<file path="src/rtl/i2s_rx_stereo_fifo.sv">
// Stereo I2S / left-justified receiver: oversampled pin capture, L/R pairing FSM,
// and a small show-ahead FIFO carrying one stereo pair per entry.
module i2s_rx_stereo_fifo #(
   parameter int DATA_WIDTH = 24,
   parameter int MODE       = 0,
   parameter int FIFO_DEPTH = 4
) (
   input  logic                          clk,
   input  logic                          rst,
   input  logic                          sck,
   input  logic                          ws,
   input  logic                          sd,
   output logic [DATA_WIDTH-1:0]         out_left,
   output logic [DATA_WIDTH-1:0]         out_right,
   output logic                          out_valid,
   input  logic                          out_ready,
   output logic [$clog2(FIFO_DEPTH):0]   fifo_count,
   output logic                          overflow,
   output logic                          frame_err,
   input  logic                          clear_err
);

   localparam int             AW        = $clog2(FIFO_DEPTH);
   localparam int             CW        = $clog2(DATA_WIDTH + 1);
   localparam logic [CW-1:0]  FULL_CNT  = CW'(DATA_WIDTH);
   localparam logic [CW-1:0]  TOP_BIT   = CW'(DATA_WIDTH - 1);
   localparam logic [AW:0]    DEPTH_CNT = (AW + 1)'(FIFO_DEPTH);
   localparam bit             LJ        = (MODE == 1);

   typedef enum logic [1:0] {S_SYNC, S_LEFT, S_RIGHT} state_t;

   logic r_sck_m, r_sck_s, r_sck_d, r_ws_m, r_ws_s, r_sd_m, r_sd_s;
   logic r_ws_prev;
   logic [CW-1:0] r_cnt;
   logic [DATA_WIDTH-1:0] r_word, r_left, r_push_l, r_push_r;
   logic r_push, r_overflow, r_frame_err;
   state_t r_state, w_state_nxt;

   logic w_rise, w_bnd, w_add_old, w_short, w_latch_l, w_close_r;
   logic [CW-1:0] w_cnt_cur;
   logic [DATA_WIDTH-1:0] w_word_cur;

   always_ff @(posedge clk) begin
      if (rst) begin
         {r_sck_m, r_sck_s, r_sck_d} <= '0;
         {r_ws_m, r_ws_s, r_sd_m, r_sd_s} <= '0;
      end else begin
         r_sck_m <= sck;
         r_sck_s <= r_sck_m;
         r_sck_d <= r_sck_s;
         r_ws_m  <= ws;
         r_ws_s  <= r_ws_m;
         r_sd_m  <= sd;
         r_sd_s  <= r_sd_m;
      end
   end

   assign w_rise = r_sck_s & ~r_sck_d;
   assign w_bnd  = w_rise & (r_ws_s != r_ws_prev);
   // In I2S mode the boundary-edge bit still belongs to the slot being closed.
   assign w_add_old = w_rise & (~w_bnd | ~LJ);

   // Bits land left-aligned, so a short slot is already zero-padded in its LSBs.
   always_comb begin
      w_word_cur = r_word;
      w_cnt_cur  = r_cnt;
      if (w_add_old && (r_cnt < FULL_CNT)) begin
         w_word_cur = r_word | ({{(DATA_WIDTH-1){1'b0}}, r_sd_s} << (TOP_BIT - r_cnt));
         w_cnt_cur  = r_cnt + CW'(1);
      end
   end

   assign w_short = (w_cnt_cur < FULL_CNT);

   always_ff @(posedge clk) begin
      if (rst) begin
         r_ws_prev <= 1'b0;
         r_word    <= '0;
         r_cnt     <= '0;
      end else if (w_rise) begin
         r_ws_prev <= r_ws_s;
         if (w_bnd) begin
            r_word <= LJ ? {r_sd_s, {(DATA_WIDTH-1){1'b0}}} : '0;
            r_cnt  <= LJ ? CW'(1) : '0;
         end else begin
            r_word <= w_word_cur;
            r_cnt  <= w_cnt_cur;
         end
      end
   end

   always_ff @(posedge clk) begin
      if (rst) r_state <= S_SYNC;
      else     r_state <= w_state_nxt;
   end

   always_comb begin
      w_state_nxt = r_state;
      if (w_bnd) begin
         case (r_state)
            S_SYNC:  if (!r_ws_s) w_state_nxt = S_LEFT;
            S_LEFT:  if (r_ws_s)  w_state_nxt = S_RIGHT;
            S_RIGHT: if (!r_ws_s) w_state_nxt = S_LEFT;
            default: w_state_nxt = S_SYNC;
         endcase
      end
   end

   always_comb begin
      w_latch_l = 1'b0;
      w_close_r = 1'b0;
      if (w_bnd) begin
         w_latch_l = (r_state == S_LEFT) &&  r_ws_s;
         w_close_r = (r_state == S_RIGHT) && !r_ws_s;
      end
   end

   always_ff @(posedge clk) begin
      if (rst) begin
         r_left   <= '0;
         r_push   <= 1'b0;
         r_push_l <= '0;
         r_push_r <= '0;
      end else begin
         r_push <= w_close_r;
         if (w_latch_l) r_left <= w_word_cur;
         if (w_close_r) begin
            r_push_l <= r_left;
            r_push_r <= w_word_cur;
         end
      end
   end

   logic [DATA_WIDTH-1:0] r_mem_l [FIFO_DEPTH];
   logic [DATA_WIDTH-1:0] r_mem_r [FIFO_DEPTH];
   logic [AW-1:0] r_wptr, r_rptr;
   logic [AW:0]   r_count;
   logic w_full, w_pop, w_wr, w_ovf_evt;

   assign out_valid = (r_count != '0);
   assign w_full    = (r_count == DEPTH_CNT);
   assign w_pop     = out_valid & out_ready;
   // A pop in the same clk frees the slot, so a full FIFO still accepts the push.
   assign w_wr      = r_push & (~w_full | w_pop);
   assign w_ovf_evt = r_push & w_full & ~w_pop;

   always_ff @(posedge clk) begin
      if (w_wr) begin
         r_mem_l[r_wptr] <= r_push_l;
         r_mem_r[r_wptr] <= r_push_r;
      end
   end

   always_ff @(posedge clk) begin
      if (rst) begin
         r_wptr  <= '0;
         r_rptr  <= '0;
         r_count <= '0;
      end else begin
         if (w_wr)  r_wptr <= r_wptr + AW'(1);
         if (w_pop) r_rptr <= r_rptr + AW'(1);
         case ({w_wr, w_pop})
            2'b10:   r_count <= r_count + (AW+1)'(1);
            2'b01:   r_count <= r_count - (AW+1)'(1);
            default: r_count <= r_count;
         endcase
      end
   end

   // A new error event in the same clk as clear_err keeps the flag set.
   always_ff @(posedge clk) begin
      if (rst) begin
         r_overflow  <= 1'b0;
         r_frame_err <= 1'b0;
      end else begin
         if (w_ovf_evt)      r_overflow <= 1'b1;
         else if (clear_err) r_overflow <= 1'b0;
         if ((w_latch_l | w_close_r) & w_short) r_frame_err <= 1'b1;
         else if (clear_err)                    r_frame_err <= 1'b0;
      end
   end

   assign out_left   = out_valid ? r_mem_l[r_rptr] : '0;
   assign out_right  = out_valid ? r_mem_r[r_rptr] : '0;
   assign fifo_count = r_count;
   assign overflow   = r_overflow;
   assign frame_err  = r_frame_err;

endmodule

</file>
<file path="config.mk">
export PLATFORM = sky130hd
export DESIGN_NAME = i2s_rx_stereo_fifo
export DESIGN_NICKNAME = d
export VERILOG_FILES = /design/src/rtl/i2s_rx_stereo_fifo.sv
export SDC_FILE = /design/constraint.sdc
export NUM_CORES = 1
export LEC_CHECK = 0
export CAP_MARGIN = 20
export CORE_UTILIZATION = 45
export CTS_CLUSTER_SIZE = 30
export DETAILED_ROUTE_END_ITERATION = 12
export PLACE_DENSITY_LB_ADDON = 0.3
export SLEW_MARGIN = 10
export SYNTH_ARGS = -nofsm -noshare
export SYNTH_HDL_FRONTEND = slang
export SYNTH_SLANG_ARGS = --single-unit
</file>
<file path="constraint.sdc">
create_clock -name clk -period 8.7 [get_ports clk]
set_clock_uncertainty 0.05 [all_clocks]
set_input_delay 1.74 -clock clk [delete_from_list [all_inputs] [get_ports clk]]
set_output_delay 1.74 -clock clk [all_outputs]
set_load 0.02 [all_outputs]
</file>
==> flow_metrics.tcl, run 1 <==
set metrics [dict create \
    relSlewSlack_pct 33.0 \
    gp_congestion 0.785 \
    leakage_nw 4.37 \
    hold_violations 0 \
    multi_input_area_um2 3320 \
    root_buffer "clkbuf_16" \
    vias 6435 \
    grt-ovfl-total 0 \
    grt_max_degree 98 \
    cp-start-kind "register" \
    cts.repair.resized 0 \
    hold_buffers 0 \
    cts_tree "built" \
    die_height_um 164 \
    h-tree-depth 1 \
    vdd_ir_drop_max_v 0.000153 \
    finalSetupTns_ns 0 \
    synthSimpleGateAreaFrac_pct 12.0 \
    synth_edf_count 192 \
    cts.sinks 315 \
    first_iter_violations 385 \
    status "complete, no violations" \
    synth_top_family_by_area "simple AND/OR/NAND/NOR gates" \
    synthAdderAreaFrac_pct 0.806 \
    ff_latch_area_um2 8230 \
    hold_path_class "reg -> reg" \
    fmax_mhz 217 \
    layout_common_cells "edfxtp_1, dfxtp_1, nor2_1" \
    yosysTopAreaCell "edfxtp_1" \
    ys_top_cells_by_area "edfxtp_1, dfxtp_1, mux4_2" \
    powerDensity_nw_per_um2 212 \
    wl_per_cell_um 16.9 \
    grt_pass1_vias 6380 \
    drv_cap 0 \
    num-fill-cells 2074 \
    antenna_found_initial 0 \
    whs_ns 0.395 \
    die_area_um2 26900 \
    synth_compound_area_share_pct 5.45 \
    first_pass_iters 4 \
    cts-buffers-inserted 31 \
    grt_use_total_pct 16.2 \
    synth_cells 834 \
    min_period_ns 4.60 \
    dp_cells 1176 \
    dp_hpwl_mm 12.0 \
    io-pin-count 61 \
    muxShareOfSynthArea_pct 9.25 \
    core_um2 25500 \
    drc 0 \
    wirelength_mm 20.8 \
    clockBufferDepth 3 \
    synth_seq_cells 315 \
    die_w_um 164 \
    clk_pin_slew_worst_paths_ns 0.06 \
    yosysSeqAreaShare_pct 69.7 \
    start_util_pct 46.3 \
    syn_area_um2 11800 \
    synth_xor_area_share_pct 0.594 \
    finalSetupViolCount 0 \
    synth_top_area_share_pct 48.9 \
    synthArstFlopShare_pct 0 \
    worst_pin_slew_ns 1.01 \
    crit_fanout 35 \
    maxSlewViolCount 0 \
    cp-end-kind "primary output" \
    grt_pass1_wl_mm 33.8 \
    post_cts_buffers 0 \
    synth_cell_types 45 \
    finalNonFillerCells 1235 \
    finalCritPeriodShare_pct 52.9 \
    vias_per_cell 5.21 \
    rsz0062_at_grt "no" \
    synth_area_per_cell_um2 14.1 \
    worstSkewPairLatency_ns 0.56 \
    yosysWarningCount 0 \
    syn-num-nets 848 \
    path_class "reg -> out" \
    cp.required_ns 6.91 \
    final_common_cell "edfxtp_1" \
    area_growth_syn_to_layout_pct 16.2 \
    worst_ep_arrival_time_ns 2.81 \
    ant_nets 0 \
    nNetsFinal 894 \
    drive_gt1_share_pct 12.9 \
    diodes 0 \
    io_buffers 60 \
    synth_flop_cell "edfxtp_1" \
    row_count 58 \
]
==> stage by stage <==
step | total power [mW] | setup slack [ns] | instance area (um2) | util, %
after CTS | 2.94 | 3.87 | 13700 | 53.7
after global placement | 1.62 | 4.46 | 12600 | 49.7
final | 2.90 | 4.10 | 13700 | 53.8
after floorplan | 1.62 | 4.66 | 11800 | -
after global routing | 2.99 | 3.85 | 13700 | 53.8
after detailed placement | 1.62 | 4.46 | 12600 | 49.7
==> per-layer routing <==
layer	GRT usage, %	up-vias	wire length [um]
met4	3.79	0	408
met3	2.40	28	664
met2	27.6	106	10500
met1	21.9	3155	9270
met5	0	-	0
li1	-	3146	-
==> flip-flops by register name (all words and copies together), names as in the netlist, named ones only <==
name	cells
r_ws_s	1
r_rptr	2
r_state	2
r_sck_d	1
r_sd_m	1
r_sd_s	1
r_push_l	24
r_push_r	24
r_word	24
r_ws_prev	1
r_ws_m	1
frame_err	1
fifo_count	3
r_push	1
r_mem_r	96
r_sck_m	1
r_sck_s	1
overflow	1
r_mem_l	96
r_cnt	5
r_left	24
r_wptr	2
==> cells by family (layout without fill, tap and decap cells) <==
group / Yosys count / after routing
mux: 49 / 49
xor+xnor: 8 / 8
buf+inv: 62 / 133
compound gates: 98 / 98
simple gates: 295 / 295
fa+ha+maj: 7 / 7
flops: 315 / 315
==> where the power goes <==
part / internal, mW / switching (mW)
registers: 1.57 / 0.00198
clock network: 0.782 / 0.535
logic: 0.00580 / 0.0139
==> critical path, stage by stage, from the launching register on <==
cell and delay [ns]:
dfxtp_1 0.48, or3_1 0.56, buf_4 0.41, and2_1 0.20
clkdlybuf4s50_1 0.60
==> area by class of cell <==
cell class / instances / share of cell area, %
well taps: 330 / 3.01
multi-input cells: 457 / 24.2
inverters: 5 / 0.137
clock buffers: 48 / 6.63
flip-flops and latches: 315 / 60.0
clock inverters: 10 / 0.912
repair buffers: 70 / 5.04
==> worst paths after layout <==
check / start / endpoint / slack, ns / cells past startpoint
worst max-delay path: fifo_count[0] / out_left[7] / 4.10 / 4
worst min-delay path: r_left[16] / r_push_l[16] / 0.40 / 2
worst max register to register: fifo_count[0] / fifo_count[2] / 5.45 / 8
worst min register to register: r_left[16] / r_push_l[16] / 0.40 / 2
==> cells in the mapped netlist (5+ instances only) <==
master	n
a211oi_1	49
a21oi_1	33
and2_1	53
buf_2	18
clkbuf_1	37
dfxtp_1	123
edfxtp_1	192
ha_1	6
inv_1	5
mux4_2	48
nand2_1	60
nand2b_1	5
nor2_1	115
nor2b_1	11
nor3_1	25
o21ai_0	7
xor2_1	6
Note: power is estimated with default switching activity, not from simulation.
==> run 2: changes to the inputs <==
clock period = 3.9 ns   (was 8.7 ns; I/O delays follow)
==> run 2 against run 1 <==
Net effect:
- die area is the same
- via count shrank 0.36%
- core utilization down 0.32 points
- final cell count shrank 0.16%
- clock power up 110%
- sequential cell count unchanged
==> flow_metrics.tcl, run 2 (same netlist as run 1, synthesis figures left out) <==
set metrics [dict create \
    finalCritPeriodShare_pct 90.1 \
    status "complete, no violations" \
    gp_congestion 0.767 \
    holdPathEnd "r_sck_s" \
    num-fill-cells 2091 \
    crit_fanout 33 \
    vias_per_cell 5.20 \
    area_growth_syn_to_layout_pct 15.5 \
    cp.required_ns 3.07 \
    ff_latch_area_um2 8230 \
    hold_buffers 0 \
    grt_pass1_wl_mm 33.5 \
    grt_max_degree 93 \
    r2r-end "fifo_count[2]" \
    powerDensity_nw_per_um2 458 \
    antenna_found_initial 0 \
    grt_use_total_pct 16.1 \
    vias 6412 \
    reg_top3 "r_mem_l: 96 flops, r_mem_r: 96 flops" \
    diodes 0 \
    rsz0062_at_grt "no" \
    relSlewSlack_pct 34.0 \
    h-tree-depth 1 \
    first_pass_iters 4 \
    wl_per_cell_um 17.1 \
    placed_area_um2 12700 \
    die_area_um2 26900 \
    clockBufferDepth 3 \
    clk_pin_slew_worst_paths_ns 0.06 \
    drive_gt1_share_pct 12.4 \
    io_buffers 60 \
    grt-ovfl-total 0 \
    path_class "reg -> out" \
    die_height_um 164 \
    post_cts_buffers 0 \
    cts-buffers-inserted 31 \
    dp_hpwl_mm 12.3 \
    multi_input_area_um2 3320 \
    fmax_mhz 285 \
    holdPathStages 1 \
    cp-end-kind "primary output" \
    hold_violations 0 \
    worst_ep_arrival_time_ns 2.68 \
    finalSetupTns_ns 0 \
    cp-start-kind "register" \
    total_power_mw 6.25 \
    grt_pass1_vias 6277 \
    io-pin-count 61 \
    leakage_nw 4.33 \
    worst_pin_slew_ns 0.989 \
    root_buffer "clkbuf_16" \
    hp-start "r_sck_m" \
    maxSlewViolCount 0 \
    ff2ff_path_depth 7 \
    fin_area_um2 13600 \
    cts.sinks 315 \
    drv_cap 0 \
    layout_common_cells "edfxtp_1, dfxtp_1, nor2_1" \
    die_w_um 164 \
    core_um2 25500 \
    worstSkewPairLatency_ns 0.55 \
    start_util_pct 46.3 \
    rrSetupSlack_ns 0.98 \
    row_count 58 \
    vdd_ir_drop_max_v 0.000281 \
    min_period_ns 3.51 \
    cts.repair.resized 0 \
    wirelength_mm 21.0 \
    worstReg2RegStart "fifo_count[0]" \
    finalSetupViolCount 0 \
    drc 0 \
    first_iter_violations 364 \
    ant_nets 0 \
    nNetsFinal 895 \
    cts_tree "built" \
    hold_path_class "reg -> reg" \
    final_common_cell "edfxtp_1" \
]
-- run 2: changes by cell type in the layout (fill, tap and decap cells not counted), sizes merged --
cell / change
buf: +1
bufinv: -1
clkbuf: -8
clkinv: +9
clkinvlp: -2
inv: -1
-- run 2: worst max-delay path by stage --
stage,startpoint,endpoint,slack (ns),depth (start not counted)
global route,fifo_count[0],out_right[1],0.17,4
finish,fifo_count[0],out_right[1],0.39,4
CTS,fifo_count[0],out_right[1],0.28,4
floorplan,out_ready,r_mem_l[0][0],0.82,4
detailed placement,out_ready,fifo_count[2],0.70,7
global placement,out_ready,fifo_count[2],0.74,7
-- run 2: per-layer routing --
metal	track usage (%)	share of wire, %	up-vias
met5	0	0	-
met4	4.12	2.0	0
met3	2.17	3.4	33
met2	28.3	52	94
met1	21.1	43	3127
li1	-	-	3158
-- run 2: through the flow --
step / instances / util, % / hold slack [ns] / setup slack, ns
2_1_floorplan: 834 / - / 0.364 / 0.819
3_3_place_gp: 1178 / 49.9 / 0.371 / 0.736
3_5_place_dp: 1178 / 49.9 / 0.380 / 0.698
4_1_cts: 1233 / 53.5 / 0.394 / 0.279
5_1_grt: 1233 / 53.5 / 0.417 / 0.167
6_report: 1233 / 53.5 / 0.391 / 0.386
-- run 2: worst max-delay path, cell delays in order, from the launching register on --
cell             delay [ns]
dfxtp_1                0.47
or3_1                  0.62
buf_12                 0.26
and2_1                 0.17
clkdlybuf4s50_1        0.61
-- run 2: layout make-up --
| type | instances | share of cell area, % |
|---|---|---|
| repair buffers | 71 | 5.25 |
| multi-input cells | 457 | 24.4 |
| clock inverters | 15 | 0.716 |
| clock buffers | 40 | 6.09 |
| flip-flops and latches | 315 | 60.4 |
| well taps | 330 | 3.03 |
| inverters | 5 | 0.138 |
-- run 2: where the power goes --
part	internal [mW]	switching, mW
sequential	3.49	0.00452
combinational	0.0129	0.0309
clock	1.55	1.15
total	5.06	1.19
==> run 3: changes to the inputs <==
SLEW_MARGIN = 20   (was 10)
==> results of run 3 <==
Same layout as run 2: the final DEF is identical, and so are final timing and power.
